===== src/rtl/clock_set_ctrl.sv =====
// MM:SS clock with a run mode and two set modes. All outputs come from registered state.
// A shared prescaler drives the one-second tick in RUN and the blink strobe in the set modes.
module clock_set_ctrl #(
  parameter int unsigned TICK_DIV = 10
) (
  input  logic       clk,
  input  logic       clr_,
  input  logic       mode,
  input  logic       inc,
  output logic [3:0] sec_ones,
  output logic [2:0] sec_tens,
  output logic [3:0] min_ones,
  output logic [2:0] min_tens,
  output logic [1:0] state,
  output logic       tick,
  output logic       blink
);

  localparam int unsigned PW = (TICK_DIV > 1) ? $clog2(TICK_DIV) : 1;
  localparam logic [PW-1:0] PrescMax = PW'(TICK_DIV - 1);

  typedef enum logic [1:0] {
    StRun    = 2'd0,
    StSetMin = 2'd1,
    StSetSec = 2'd2
  } state_e;

  state_e        state_q, state_d;
  logic [PW-1:0] presc_q, presc_d;
  logic          blink_q, blink_d;
  logic [3:0]    sec_ones_q, sec_ones_d, min_ones_q, min_ones_d;
  logic [2:0]    sec_tens_q, sec_tens_d, min_tens_q, min_tens_d;
  logic          wrap;

  // Increments a tens/ones pair modulo 60, result packed as {tens, ones}.
  function automatic logic [6:0] bcd_inc(input logic [2:0] tens, input logic [3:0] ones);
    if (ones == 4'd9) begin
      if (tens == 3'd5) return 7'd0;
      return {tens + 3'd1, 4'd0};
    end
    return {tens, ones + 4'd1};
  endfunction

  assign wrap = (presc_q == PrescMax);

  always_comb begin
    state_d    = state_q;
    presc_d    = presc_q;
    blink_d    = blink_q;
    sec_ones_d = sec_ones_q;
    sec_tens_d = sec_tens_q;
    min_ones_d = min_ones_q;
    min_tens_d = min_tens_q;

    if (mode) begin
      // A mode pulse wins over inc; the new mode starts with a fresh prescaler and blink phase.
      case (state_q)
        StRun:    state_d = StSetMin;
        StSetMin: state_d = StSetSec;
        default:  state_d = StRun;
      endcase
      presc_d = '0;
      blink_d = 1'b0;
    end else begin
      presc_d = wrap ? '0 : presc_q + 1'b1;
      case (state_q)
        StRun: begin
          if (wrap) begin
            {sec_tens_d, sec_ones_d} = bcd_inc(sec_tens_q, sec_ones_q);
            if (sec_tens_q == 3'd5 && sec_ones_q == 4'd9) begin
              {min_tens_d, min_ones_d} = bcd_inc(min_tens_q, min_ones_q);
            end
          end
        end
        StSetMin: begin
          if (wrap) blink_d = ~blink_q;
          if (inc) {min_tens_d, min_ones_d} = bcd_inc(min_tens_q, min_ones_q);
        end
        StSetSec: begin
          if (wrap) blink_d = ~blink_q;
          if (inc) {sec_tens_d, sec_ones_d} = bcd_inc(sec_tens_q, sec_ones_q);
        end
        default: state_d = StRun;
      endcase
    end
  end

  always_ff @(posedge clk) begin
    if (!clr_) begin
      state_q    <= StRun;
      presc_q    <= '0;
      blink_q    <= 1'b0;
      sec_ones_q <= '0;
      sec_tens_q <= '0;
      min_ones_q <= '0;
      min_tens_q <= '0;
    end else begin
      state_q    <= state_d;
      presc_q    <= presc_d;
      blink_q    <= blink_d;
      sec_ones_q <= sec_ones_d;
      sec_tens_q <= sec_tens_d;
      min_ones_q <= min_ones_d;
      min_tens_q <= min_tens_d;
    end
  end

  assign sec_ones = sec_ones_q;
  assign sec_tens = sec_tens_q;
  assign min_ones = min_ones_q;
  assign min_tens = min_tens_q;
  assign state    = state_q;
  assign tick     = (state_q == StRun) && wrap;
  assign blink    = blink_q;

endmodule

===== config.mk =====
export PLATFORM = sky130hd
export DESIGN_NAME = clock_set_ctrl
export DESIGN_NICKNAME = d
export VERILOG_FILES = /design/src/rtl/clock_set_ctrl.sv
export SDC_FILE = /design/constraint.sdc
export NUM_CORES = 1
export LEC_CHECK = 0
export ABC_AREA = 0
export BUFFER_PORTS_ARGS = -buffer_cell sky130_fd_sc_hd__buf_2
export CAP_MARGIN = 0
export CORE_ASPECT_RATIO = 1.2
export CORE_MARGIN = 2
export CORE_UTILIZATION = 30
export CTS_CLUSTER_SIZE = 25
export DETAILED_ROUTE_END_ITERATION = 7
export GPL_TIMING_DRIVEN = 0
export PLACE_DENSITY = 0.5
export SLEW_MARGIN = 20
export SYNTH_ARGS = -nofsm -noshare
export SYNTH_HDL_FRONTEND = slang
export SYNTH_SLANG_ARGS = --single-unit

===== constraint.sdc =====
create_clock -name clk -period 3.75 [get_ports clk]
set_input_delay 0.5625 -clock clk [delete_from_list [all_inputs] [get_ports clk]]
set_output_delay 0.5625 -clock clk [all_outputs]
set_load 0.01 [all_outputs]

Word level (Yosys, flattened, before mapping)
Index checks and enable logic that the tools add are counted.

word-level totals
  output and inout port bits = 18
  flip-flop bits (word level) = 21
  logic and storage cells = 108
  bits of input ports = 4

operators by class
  equal/unequal tests = 16
  bitwise gates (word level) = 3
  reduce and logical (&&, ||, !) cells = 14
  mux-type cells = 63
  add/sub/neg operators = 5

operator list
  cell                   count
  $mux W7                14
  $mux W1                32
  $mux W4                5
  $ne A2 B2 Y1 const B   8
  $pmux W4 S2            2
  $mux W3                5
  $add A4 B1 Y4 const B  3
  $eq A4 B4 Y1 const B   3
  $pmux W3 S2            2
  $reduce_and A7 Y1      1
  $add A3 B1 Y3 const B  2
  $eq A3 B3 Y1 const B   2
  $reduce_and A6 Y1      1
  $reduce_or A3 Y1       2
  $reduce_and A5 Y1      1
  $mux W2                2
  $pmux W2 S2            1
  $reduce_and A4 Y1      1
  $reduce_bool A2 Y1     2
  $reduce_or A2 Y1       2
  $not A1 Y1             3
  $eq A2 B1 Y1 const B   1
  $eq A2 B2 Y1 const B   1
  $logic_and A1 B1 Y1    2
  3 further kinds        3

Depth between registers and ports, before layout
  depth in word-level cells = 13
  mapped depth = 8

Worst setup path after synthesis
OpenSTA, ideal clock, no wires.

  path kind = register -> register
  from = register state_q[0], in the netlist state[0]
  to = register sec_ones_q[3], in the netlist sec_ones[3]
  period minus slack after synthesis = 2.020 ns
  buffers on the path = 0
  setup slack = 1.730 ns
  library setup time = 0.062 ns
  cell stages (with the launch flop) = 8
  arrival = 1.958 ns
  cell sequence = dfxtp_1 > inv_1 > ha_1 > nor2b_1 > a2111oi_4 > nand2_2 > or4_1 > nand3_1

on the way
  longest elaborated chain between the ends = 3
  elaborated cells between the ends (all ways) = 7
  classes of those cells = 3 x eq/ne; 1 x mux; 3 x reduce/logical

RTL lines
  item                                                          line  text
  start: declaration                                            28    state_e state_q, state_d;
  start signal: assignment                                      90    state_q <= StRun;
  start signal: assignment                                      98    state_q <= state_d;
  $eq A2 B2 Y1 or $logic_not A2 Y1 (tied branches)              66    case (state_q)
  $ne A2 B2 Y1 (no line) or $reduce_bool A2 Y1 (tied branches)  n/a
  $reduce_and A4 Y1 (no line)                                   n/a
  end signal: assignment                                        101   sec_ones_q <= sec_ones_d;
  end: declaration                                              31    logic [3:0] sec_ones_q, sec_ones_d, min_ones_q, min_ones_d;

Parallel ways exist; a longest one is shown, timed or not.
A chain may end at the register's enable or synchronous reset.

Final worst setup path
Same ends and word-level chain as after synthesis.

==> results.cfg <==
[status]
status = finished clean

[power]
power_density_nw_per_um2 = 307.9
leakage_uw = 0.0005691
power.total_uw = 420.3
max-vdd-ir-drop_mv = 0.1048

[placed_design]
pre_cts_slack_ns = 1.572
dp_cells = 203
gp_congestion = 0.7537
port-buffer-count = 20
dp_hpwl_mm = 1.762

[sta]
finalWorstSetupSlack_ns = 1.564
max_freq_mhz = 457.5
relSlewSlack_pct = 64.35
fin_crit_ns = 2.186
timing.final.max_slew_violations = 0
fin_crit_sh_pct = 58.29
rsz0062_at_grt = false
fin_worst_skew_ns = 0.009244
finalHoldViolCount = 0
max_slew.worst_pin.slew_ns = 0.5348
tns_ns = 0
final-setup-viol-count = 0

[worst_hold_path]
holdCritPathClass = reg2reg
min_from = presc_q[0]
hold_depth = 1
min_to = presc_q[0]

[synth]
synth.top_cells.by_count = 21 x dfxtp_1, 12 x nand2_1, 10 x nor2_1, 9 x inv_1
synth_top_flop_cell = dfxtp_1
ys_seq_area_share_pct = 36.44
avgSynthCellArea_sq_um = 8.806
synth_warnings = 0
synth_area_sq_um = 1154
synth_edf_count = 0
synth_cell_types = 36
synth_top_cell_by_area = dfxtp_1
netlist_instances = 131
syn_nets = 142
async_reset_ff_share_pct = 0
yosys_register_bits = 21
synth_area_leaders = dfxtp_1 36%, ha_1 7.6%, nand2_1 3.9%
synth_most_common_cell = dfxtp_1
synth_top_area_share_pct = 36.44

[worst_setup_path]
critical_path_class = reg2reg
crit_chain = inv_1, ha_1, buf_4, nor2_1, a2111oi_4, nand2_2, or4_1, nand3_1
cp_num_buf_inv = 2
r2r_slack_ns = 1.56
cp_data_required_time_ns = 3.96
rr_worst_depth = 8
rr_endpoint = sec_ones[3]
path_max_fanout = 8
cpPeakStageDelay_ns = 0.55
cp.arrival_ns = 2.40
endpoint_kind = flip-flop
critPathSlowestCell = a2111oi_4
start_kind = flip-flop
rr_startpoint = state[0]
critPathTopFamily = simple AND/OR/NAND/NOR gates

[clock_network]
clk_pin_slew_ns = 0.08
cts_max_path_buffers = 2
numCtsBuffers = 3
cts_setup_buffers = 0
ctsHoldBuffers = 0
postCtsResizedCells = 0
root_buffer = clkbuf_8
ctsHtreeMaxLevel = 1
cts.sinks = 21
clock_latency_ns = 0.26
cts_tree = built

[layout]
drive_above_1_share_pct = 19.35
area_delta_synth_final_pct = 18.33
final_nets = 167
diodes = 0
fin_util_pct = 37.26
fillers = 398
instances_no_fill = 207

[drt]
postRouteAntennaNets = 0
vias = 982
via_per_inst = 4.744
avgRoutedWirePerCell_um = 11.00
drcViolationCount = 0
first_iter_violations = 29
dr.pass1.iters = 4
routed_wl_mm = 2.278

[grt]
grt_first_pass_wirelength_mm = 4.091
grt_overflow_total = 0
grt_pass1_vias = 923
grt_usage_pct = 11.94
antenna_found_initial = 0
grt_max_degree = 13

[floorplan]
start_util_pct = 31.49
ios = 22
die_h_um = 71.93
die_w_um = 60.61
fp-row-count = 24
fp.coreArea_sq_um = 3664
fp.dieArea_sq_um = 4359

[job]
cap_violations = 0
## report_power, final
part	switching (uW)	total [uW]	leakage [uW]	internal [uW]
Clock	72.7	147	0.0000255	74.0
Sequential	5.02	232	0.000170	227
Combinational	25.3	42.1	0.000374	16.7
Total	103	420	0.000569	317
## final cells by class
type / count / area [sq um] / area share, %
repair buffers: 20 / 100.1 / 7.333
plain buffers: 4 / 18.77 / 1.375
flip-flops and latches: 21 / 420.4 / 30.80
inverters: 9 / 33.78 / 2.475
multi-input cells: 97 / 680.7 / 49.86
clock buffers: 3 / 41.29 / 3.025
clock inverters: 1 / 5.005 / 0.3666
well taps: 52 / 65.06 / 4.766
## cell usage in the layout, fill, tap and decap left out, types with 4 or more instances in the layout
master     n
a21boi_0   4
buf_2     20
dfxtp_1   21
ha_1       7
inv_1      9
nand2_1   12
nand3_1    6
nor2_1    10
nor2b_1    5
nor3_1     7
o31ai_1    4
## worst max path at each step
stage / to / startpoint / depth (start not counted)
2_1_floorplan: sec_ones[3] / state[0] / 7
3_3_place_gp: sec_ones[3] / state[0] / 8
4_1_cts: sec_ones[3] / state[0] / 8
5_1_grt: sec_ones[3] / state[0] / 8
3_5_place_dp: sec_ones[3] / state[0] / 8
6_report: sec_ones[3] / state[0] / 8
## kinds of logic after synthesis
| group | synth area share (%) |
|---|---|
| adder cells (fa/ha/maj) | 7.592 |
| AO/OA/AOI/OAI | 15.40 |
| AND/OR/NAND/NOR | 28.85 |
| flip-flops | 36.44 |
| XOR/XNOR | 4.556 |
| multiplexers | 2.603 |
| buffers and inverters | 4.555 |
## per-layer routing
metal	part of all wire [%]	up-vias	GRT usage, %
met4	1.9	0	4.348
met1	50	448	16.65
met3	4.2	5	2.139
met2	44	20	18.28
li1	-	509	-
met5	0	-	0
## through the flow
stage,hold slack [ns],cell area (sq um)
final,0.4792,1365
after floorplan,0.4337,1154
after CTS,0.4887,1365
after detailed placement,0.4698,1319
after global placement,0.4522,1319
after global routing,0.5306,1365
## flip-flops by register name, indices dropped and copies added (netlist names)
| register | flops |
|---|---|
| blink | 1 |
| min_ones | 4 |
| min_tens | 3 |
| presc_q | 4 |
| sec_ones | 4 |
| sec_tens | 3 |
| state | 2 |
Note: power is estimated with default switching activity, not from simulation.
